--- src/rtl/lock_pkg.sv ---
// Shared definitions for the keypad scanner and the lock decider.
// Holds the key code map and the one-hot scanner state encoding.
package lock_pkg;

  typedef logic [3:0] key_code_t;

  localparam key_code_t KEY_0    = 4'b0000;
  localparam key_code_t KEY_1    = 4'b0001;
  localparam key_code_t KEY_2    = 4'b0010;
  localparam key_code_t KEY_3    = 4'b0011;
  localparam key_code_t KEY_4    = 4'b0100;
  localparam key_code_t KEY_5    = 4'b0101;
  localparam key_code_t KEY_6    = 4'b0110;
  localparam key_code_t KEY_7    = 4'b0111;
  localparam key_code_t KEY_8    = 4'b1000;
  localparam key_code_t KEY_9    = 4'b1001;
  localparam key_code_t KEY_STAR = 4'b1010;
  localparam key_code_t KEY_HASH = 4'b1011;

  localparam logic [3:0] SCAN     = 4'b0001;
  localparam logic [3:0] DEBOUNCE = 4'b0010;
  localparam logic [3:0] HOLD     = 4'b0100;
  localparam logic [3:0] RELEASE  = 4'b1000;

  // Physical layout: r0 = 1 2 3, r1 = 4 5 6, r2 = 7 8 9, r3 = * 0 #
  function automatic key_code_t key_code(input logic [1:0] row, input logic [1:0] col);
    key_code_t code;
    case ({row, col})
      4'h0:    code = KEY_1;
      4'h1:    code = KEY_2;
      4'h2:    code = KEY_3;
      4'h4:    code = KEY_4;
      4'h5:    code = KEY_5;
      4'h6:    code = KEY_6;
      4'h8:    code = KEY_7;
      4'h9:    code = KEY_8;
      4'hA:    code = KEY_9;
      4'hC:    code = KEY_STAR;
      4'hD:    code = KEY_0;
      4'hE:    code = KEY_HASH;
      default: code = KEY_0;
    endcase
    return code;
  endfunction

endpackage

--- src/rtl/sync_2ff.sv ---
// Two-flop synchroniser for asynchronous level inputs; resets to all-ones
// so idle pulled-up lines read as inactive.
module sync_2ff #(
  parameter int WIDTH = 4
) (
  input  logic             clk,
  input  logic             reset,
  input  logic [WIDTH-1:0] d,
  output logic [WIDTH-1:0] q
);

  logic [WIDTH-1:0] meta;

  always_ff @(posedge clk) begin
    if (reset) begin
      meta <= '1;
      q    <= '1;
    end else begin
      meta <= d;
      q    <= meta;
    end
  end

endmodule

--- src/rtl/keypad_scanner.sv ---
// 4x3 matrix keypad scanner with press/release debounce, one event per press.
// SCAN: rotate columns | DEBOUNCE: confirm press | HOLD: wait for release | RELEASE: confirm release
module keypad_scanner
  import lock_pkg::*;
#(
  parameter int SCAN_DIV        = 1000,
  parameter int DEBOUNCE_CYCLES = 20000
) (
  input  logic       clk,
  input  logic       reset_1,
  input  logic [3:0] row_n,
  output logic [2:0] col_n,
  output logic [3:0] Code_1,
  output logic       Valid_1,
  output logic       key_down,
  output logic       multi_key
);

  localparam int DW = $clog2(SCAN_DIV);
  localparam int BW = $clog2(DEBOUNCE_CYCLES);
  localparam logic [DW-1:0] DWELL_LAST = DW'(SCAN_DIV - 1);
  localparam logic [BW-1:0] DB_LAST    = BW'(DEBOUNCE_CYCLES - 1);

  logic [3:0]    rows_s;
  logic [3:0]    state;
  logic [1:0]    col_idx;
  logic [1:0]    row_lat;
  logic [DW-1:0] dwell_cnt;
  logic [BW-1:0] db_cnt;
  logic          fire;

  logic [3:0] low;
  logic       none_low;
  logic       one_low;
  logic [1:0] low_row;
  logic       match_pat;
  logic [1:0] next_col;

  sync_2ff #(.WIDTH(4)) u_row_sync (
    .clk   (clk),
    .reset (reset_1),
    .d     (row_n),
    .q     (rows_s)
  );

  assign low       = ~rows_s;
  assign none_low  = (low == 4'b0000);
  assign one_low   = !none_low && ((low & (low - 4'd1)) == 4'b0000);
  assign match_pat = (rows_s == ~(4'b0001 << row_lat));
  assign next_col  = (col_idx == 2'd2) ? 2'd0 : col_idx + 2'd1;

  always_comb begin
    low_row = 2'd0;
    case (low)
      4'b0001: low_row = 2'd0;
      4'b0010: low_row = 2'd1;
      4'b0100: low_row = 2'd2;
      4'b1000: low_row = 2'd3;
      default: low_row = 2'd0;
    endcase
  end

  always_comb begin
    col_n = 3'b110;
    case (col_idx)
      2'd0:    col_n = 3'b110;
      2'd1:    col_n = 3'b101;
      2'd2:    col_n = 3'b011;
      default: col_n = 3'b110;
    endcase
  end

  always_ff @(posedge clk) begin
    if (reset_1) begin
      state     <= SCAN;
      col_idx   <= 2'd0;
      row_lat   <= 2'd0;
      dwell_cnt <= '0;
      db_cnt    <= '0;
      fire      <= 1'b0;
      Code_1    <= KEY_0;
      Valid_1   <= 1'b0;
      key_down  <= 1'b0;
      multi_key <= 1'b0;
    end else begin
      Valid_1   <= 1'b0;
      multi_key <= 1'b0;
      fire      <= 1'b0;

      // The accepted press is published one clock after the last stable match.
      if (fire) begin
        Valid_1  <= 1'b1;
        Code_1   <= key_code(row_lat, col_idx);
        key_down <= 1'b1;
      end

      case (state)
        SCAN: begin
          if (dwell_cnt == DWELL_LAST) begin
            dwell_cnt <= '0;
            if (none_low) begin
              col_idx <= next_col;
            end else if (one_low) begin
              row_lat <= low_row;
              db_cnt  <= '0;
              state   <= DEBOUNCE;
            end else begin
              multi_key <= 1'b1;
              col_idx   <= next_col;
            end
          end else begin
            dwell_cnt <= dwell_cnt + 1'b1;
          end
        end

        DEBOUNCE: begin
          if (!match_pat) begin
            state     <= SCAN;
            col_idx   <= next_col;
            dwell_cnt <= '0;
          end else if (db_cnt == DB_LAST) begin
            fire  <= 1'b1;
            state <= HOLD;
          end else begin
            db_cnt <= db_cnt + 1'b1;
          end
        end

        HOLD: begin
          if (none_low) begin
            db_cnt <= '0;
            state  <= RELEASE;
          end
        end

        RELEASE: begin
          if (!none_low) begin
            db_cnt <= '0;
            state  <= HOLD;
          end else if (db_cnt == DB_LAST) begin
            key_down  <= 1'b0;
            col_idx   <= 2'd0;
            dwell_cnt <= '0;
            state     <= SCAN;
          end else begin
            db_cnt <= db_cnt + 1'b1;
          end
        end

        default: begin
          state     <= SCAN;
          col_idx   <= 2'd0;
          dwell_cnt <= '0;
        end
      endcase
    end
  end

endmodule

--- config.mk ---
export PLATFORM = sky130hd
export DESIGN_NAME = keypad_scanner
export DESIGN_NICKNAME = d
export VERILOG_FILES = /design/src/rtl/lock_pkg.sv /design/src/rtl/sync_2ff.sv /design/src/rtl/keypad_scanner.sv
export SDC_FILE = /design/constraint.sdc
export NUM_CORES = 1
export LEC_CHECK = 0
export CAP_MARGIN = 20
export CORE_MARGIN = 5
export CORE_UTILIZATION = 65
export CTS_BUF_LIST = sky130_fd_sc_hd__clkbuf_2 sky130_fd_sc_hd__clkbuf_4 sky130_fd_sc_hd__clkbuf_8
export DETAILED_ROUTE_END_ITERATION = 12
export PLACE_DENSITY_LB_ADDON = 0.08
export SYNTH_ARGS = -nofsm -noshare
export SYNTH_HDL_FRONTEND = slang
export SYNTH_SLANG_ARGS = --single-unit
--- constraint.sdc ---
create_clock -name clk -period 3.2 [get_ports clk]
set_input_delay 0.64 -clock clk [delete_from_list [all_inputs] [get_ports clk]]
set_output_delay 0.64 -clock clk [all_outputs]
set_load 0.05 [all_outputs]
# Yosys cells after proc, flatten, opt, wreduce, memory -nomap -nowiden
# Memories as Yosys holds them, arrays and structs flattened. A register that Yosys moved wholly into a read port is not among the register bits.
# Index checks and enable logic that the tools add are counted.
[totals]
reg_bits = 45
rom_bits = 64
input_bits = 6
output_inout_bits = 10
wordCells = 100
n_memories = 1
[classes]
add_sub_neg = 4
eq_ne = 23
shifts = 1
muxes = 39
bitwise_logic = 9
n_reduce_logical = 12
[mem_list]
columns = ["memory", "words", "word_bits", "rd", "rd_clocked_by_memory_dff", "write_ports", "line_no", "text"]
rows = [
  ["(no name shown)", 16, 4, 1, 1, 0, "lock_pkg.sv:28", "case ({row, col})"],
]
[ops]
columns = ["op", "n"]
rows = [
  ["$mux 15", 7],
  ["$pmux 15 s4", 1],
  ["$mux 10", 4],
  ["$pmux 10 s4", 1],
  ["$mux 4", 8],
  ["$reduce_and 6->1", 3],
  ["$ne 2x2->1 const B", 8],
  ["$pmux 4 s4", 1],
  ["$add 15x1->15 const B", 1],
  ["$eq 15x15->1 const B", 1],
  ["$mux 2", 7],
  ["$add 10x1->10 const B", 1],
  ["$eq 10x10->1 const B", 1],
  ["$ne 3x3->1 const B", 3],
  ["$eq 4x2->1 const B", 2],
  ["$eq 4x3->1 const B", 2],
  ["$eq 4x4->1 const B", 2],
  ["$logic_not 4->1", 2],
  ["$not 4->4", 2],
  ["$pmux 2 s4", 1],
  ["$reduce_and 4->1", 2],
  ["$mux 1", 7],
  ["$not 1->1", 6],
  ["$pmux 2 s3", 1],
  ["14 further kinds", 14],
]

# Longest topological paths before layout
[logic_depth]
ltp_word = 9
mapped_depth = 8
ltp_nobuf = 7

# Hierarchy
# From an unflattened synthesis, not the netlist that was laid out.
[unflattened]
cells_unflattened = 306
area_unflattened_um2 = 2613.8
[by_module_without_submodules]
columns = ["module", "n_inst", "cells_per_inst", "area_per_inst_um2", "seq_area_each_um2"]
rows = [
  ["keypad_scanner", 1, 290, 2403.6, 820.8],
  ["sync_2ff", 1, 16, 210.2, 160.2],
]

# Least setup slack after synthesis
# Ideal clock, no wire load.
[synth_timing]
path_kind = "register to register"
start = "register dwell_cnt[0]"
end = "register db_cnt[10]"
setup_ns = 0.117
arrival_ns = 1.928
required_ns = 3.083
slack_ns = 1.155
stages_incl_launch_ff = 9
path_buffers = 1
synth_period_minus_slack_ns = 2.045
path_cell_list = "dfxtp_1 > ha_1 > nor4bb_1 > nand3_1 > a21oi_1 > o21a_1 > clkbuf_1 > nand3_1 > a32o_1"
[synth_via]
elab_chain_cells = 3
[synth_lines]
columns = ["element", "line_no", "text"]
rows = [
  ["start: declaration", "keypad_scanner.sv:28", "logic [DW-1:0] dwell_cnt;"],
  ["start signal: assignment", "keypad_scanner.sv:112", "dwell_cnt <= dwell_cnt + 1'b1;"],
  ["$eq 10x10->1", "keypad_scanner.sv:99", "if (dwell_cnt == DWELL_LAST) begin"],
  ["$ne 2x2->1 (no line)", "-", ""],
  ["$reduce_and 6->1 (no line)", "-", ""],
  ["end signal: assignment", "keypad_scanner.sv:125", "db_cnt <= db_cnt + 1'b1;"],
  ["end signal: assignment", "keypad_scanner.sv:146", "db_cnt <= db_cnt + 1'b1;"],
  ["end: declaration", "keypad_scanner.sv:29", "logic [BW-1:0] db_cnt;"],
]
# No other way between the ends.
# A chain may end at the register's enable or synchronous reset.

# Worst setup path in the final report
[layout_timing]
start = "register col_idx[0]"
end = "output col_n[0]"
[layout_via]
elab_chain_cells = 2
word_cells_on_any_way = 3
cone_classes = "eq/ne (2); mux (1)"
[layout_lines]
columns = ["element", "line_no", "text"]
rows = [
  ["start: declaration", "keypad_scanner.sv:26", "logic [1:0] col_idx;"],
  ["start signal: assignment", "keypad_scanner.sv:102", "col_idx <= next_col;"],
  ["start signal: assignment", "keypad_scanner.sv:109", "col_idx <= next_col;"],
  ["start signal: assignment", "keypad_scanner.sv:119", "col_idx <= next_col;"],
  ["$eq 2x2->1 / $eq 2x1->1 (equally long branches)", "keypad_scanner.sv:65", "case (col_idx)"],
  ["$pmux 3 s2 (*)", "keypad_scanner.sv:65", ""],
  ["end: declaration", "keypad_scanner.sv:12", "output logic [2:0] col_n,"],
]
# Every way passes the cells marked *; elsewhere a longest branch is shown, timed or not.

==> reports/metrics.cfg <==
[worst_setup_path]
r2r_cells = 7
worstSetupStartpoint = col_idx[0]
reg2reg_to = col_idx[1]
cp.required_ns = 2.56
crit_fanout = 5
worstSetupPathType = reg -> out
endpoint = col_n[0]
critical_path.startpoint_type = register
arrival_ns = 2.01
cp-end-kind = output pin
r2r_start = db_cnt[0]
r2r_slack_ns = 0.68

[placement]
io_buffers = 15
gp_congestion = 0.869
hpwl_mm = 4.05
dp_cells = 360
preCtsSetupSlack_ns = 0.748
dpl-instance-area_sq_um = 2810

[cts]
htreeDepth = 2
clk_latency_ns = 0.30
clock_path_buffers = 2
cts_buffers = 5
post_cts_resized = 0
cts_root_buf = clkbuf_8
clock-sinks = 49
postCtsHoldBufs = 0
cts_tree = done
cts_setup_buffers = 0
clk_pin_slew_worst_paths_ns = 0.09

[layout]
final_area_sq_um = 2940
fin_cells = 368
final_layout_size_suffix_gt1_share_pct = 8.81
final_cell_mix = dfxtp_1 (49), nor2_1 (22), nand3_1 (19)
nFillCells = 322
area_growth_pct = 9.86
diodes = 0
final_nets = 331
mostFrequentLayoutCell = dfxtp_1

[global_routing]
gr-usage-all-layers_pct = 22.1
antenna_found_initial = 0
grt-ovfl-total = 0
grt_max_degree = 25
grt_pass1_vias = 2073
grt_pass1_wl_mm = 9.52

[die]
die_height_um = 74.2
rows = 23
die_area_sq_um = 5500
die_w_um = 74.2
ios = 16
fp.coreArea_sq_um = 4000
initial_core_util_pct = 66.9

[pwr]
switching_share_pct = 20.0
peakVddDrop_mv = 0.368
power_leakage_nw = 1.03
switchingPower_uw = 237
p_int_uw = 949
clock_power_share_pct = 43.5
p_seq_share_pct = 52.7
finalPower_mw = 1.19
power_density_nw_per_um2 = 403
pwr-share-comb_pct = 3.8

[synthesis]
synthAdderAreaFrac_pct = 3.74
synth_cell_type_count = 60
netlist_area_sq_um = 2680
syn_area_per_cell_sq_um = 8.58
synth_mux_area_share_pct = 3.88
yosysSeqAreaShare_pct = 36.6
yosys.area_share.simple_pct = 30.1
ys_async_sr_fraction_pct = 0
synthFlopType = dfxtp_1
syn_nets = 326
synth_top_family_by_area = simple AND/OR/NAND/NOR gates
synth_edf_count = 0
synthCells = 312
synth_xor_area_share_pct = 0.981
yosys_warnings = 0
postSynthRegisterBits = 49
synth_compound_area_share_pct = 19.2

[route]
vias = 2377
ant_nets = 0
routedWlPerCell_um = 15.4
route.detailed.drc = 0
drt_wl_total_mm = 5.66
drtIter0Drc = 217
firstDrtPassIters = 5
vias_per_cell = 6.46

[timing]
skew_ns = 0.00427
max_freq_mhz = 377
hold_viol = 0
setup_tns_ns = 0
layout_setup_ws_ns = 0.549
fin_crit_ns = 2.65
rsz0062_at_grt = false
finalSetupViolCount = 0
relSlewSlack_pct = 46.9
drv_slew = 0
fin_crit_sh_pct = 82.8
worst_pin_slew_ns = 0.791

[run]
cap_violations = 0

[status]
status = completed

[hold_path]
hold_class = reg -> reg

==> power by group through the flow <==
stage	sequential, mW	combinational, mW	clock (mW)
after CTS	0.625	0.0452	0.521
after floorplan	0.635	0.0356	0
after detailed placement	0.639	0.0451	0
after global placement	0.639	0.0443	0
after global routing	0.627	0.0504	0.553
final	0.625	0.0452	0.516
==> layout make-up <==
cell class / instances / area, sq um / area share (%)
multi-input cells: 232 / 1550 / 52.7
flip-flops and latches: 49 / 981 / 33.3
repair buffers: 18 / 173 / 5.87
clock buffers: 5 / 68.8 / 2.34
clock inverters: 3 / 65.1 / 2.21
well taps: 50 / 62.6 / 2.13
inverters: 11 / 41.3 / 1.40
==> per-layer routing <==
| metal | vias up | global-route usage, % | share of wire (%) |
|---|---|---|---|
| li1 | 1177 | - | - |
| met1 | 1109 | 32.8 | 48 |
| met2 | 86 | 32.8 | 43 |
| met3 | 5 | 4.46 | 7.8 |
| met4 | 0 | 5.43 | 0.94 |
| met5 | - | 0 | 0 |
==> kinds of logic (layout without fill, tap and decap cells) <==
kind of cell / Yosys count / count (layout)
buffers and inverters: 31 / 37
AND/OR/NAND/NOR: 141 / 141
multiplexers: 9 / 9
adder cells (fa/ha/maj): 8 / 8
flip-flops: 49 / 49
XOR/XNOR: 3 / 3
AO/OA/AOI/OAI: 71 / 71
==> worst min path at each step <==
stage,from,endpoint,slack (ns),cells after the start
3_5_place_dp,u_row_sync.meta[2],u_row_sync.q[2],0.39,1
6_report,u_row_sync.meta[1],u_row_sync.q[1],0.41,1
4_1_cts,u_row_sync.meta[2],u_row_sync.q[2],0.42,1
2_1_floorplan,u_row_sync.meta[0],u_row_sync.q[0],0.39,1
5_1_grt,u_row_sync.meta[0],u_row_sync.q[0],0.44,1
3_3_place_gp,u_row_sync.meta[3],u_row_sync.q[3],0.39,1
==> Yosys cell counts (all sizes together) (7+ instances only) <==
cell type	number	area [sq um]
a21oi	13	76.3
and3	9	56.3
buf	9	63.8
clkbuf	11	41.3
dfxtp	49	981
ha	8	100
inv	11	41.3
mux2i	7	70.1
nand2	18	70.1
nand3	19	95.1
nand4	8	50.1
nor2	23	88.8
nor3	12	65.1
o21ai	10	50.0
or2	10	62.6
==> sequential cells by signal (all words and copies together), names as in the netlist <==
register and cells:
u_row_sync.q 4, dwell_cnt 10, multi_key 1, col_idx 2, db_cnt 15, key_down 1
state 4, Code_1 4, fire 1, Valid_1 1, u_row_sync.meta 4, row_lat 2
==> per-stage QoR <==
stage / hold WS [ns] / util (%)
2_1_floorplan: 0.389 / -
3_3_place_gp: 0.390 / 70.2
3_5_place_dp: 0.394 / 70.2
4_1_cts: 0.416 / 73.5
5_1_grt: 0.438 / 73.5
6_report: 0.415 / 73.5
==> critical path, stage by stage, from the launching register on <==
cell and delay [ns]:
dfxtp_1 0.42, inv_1 0.14, ha_1 0.34, clkdlybuf4s50_1 0.81
No activity file was read; power rests on OpenSTA's default activity.
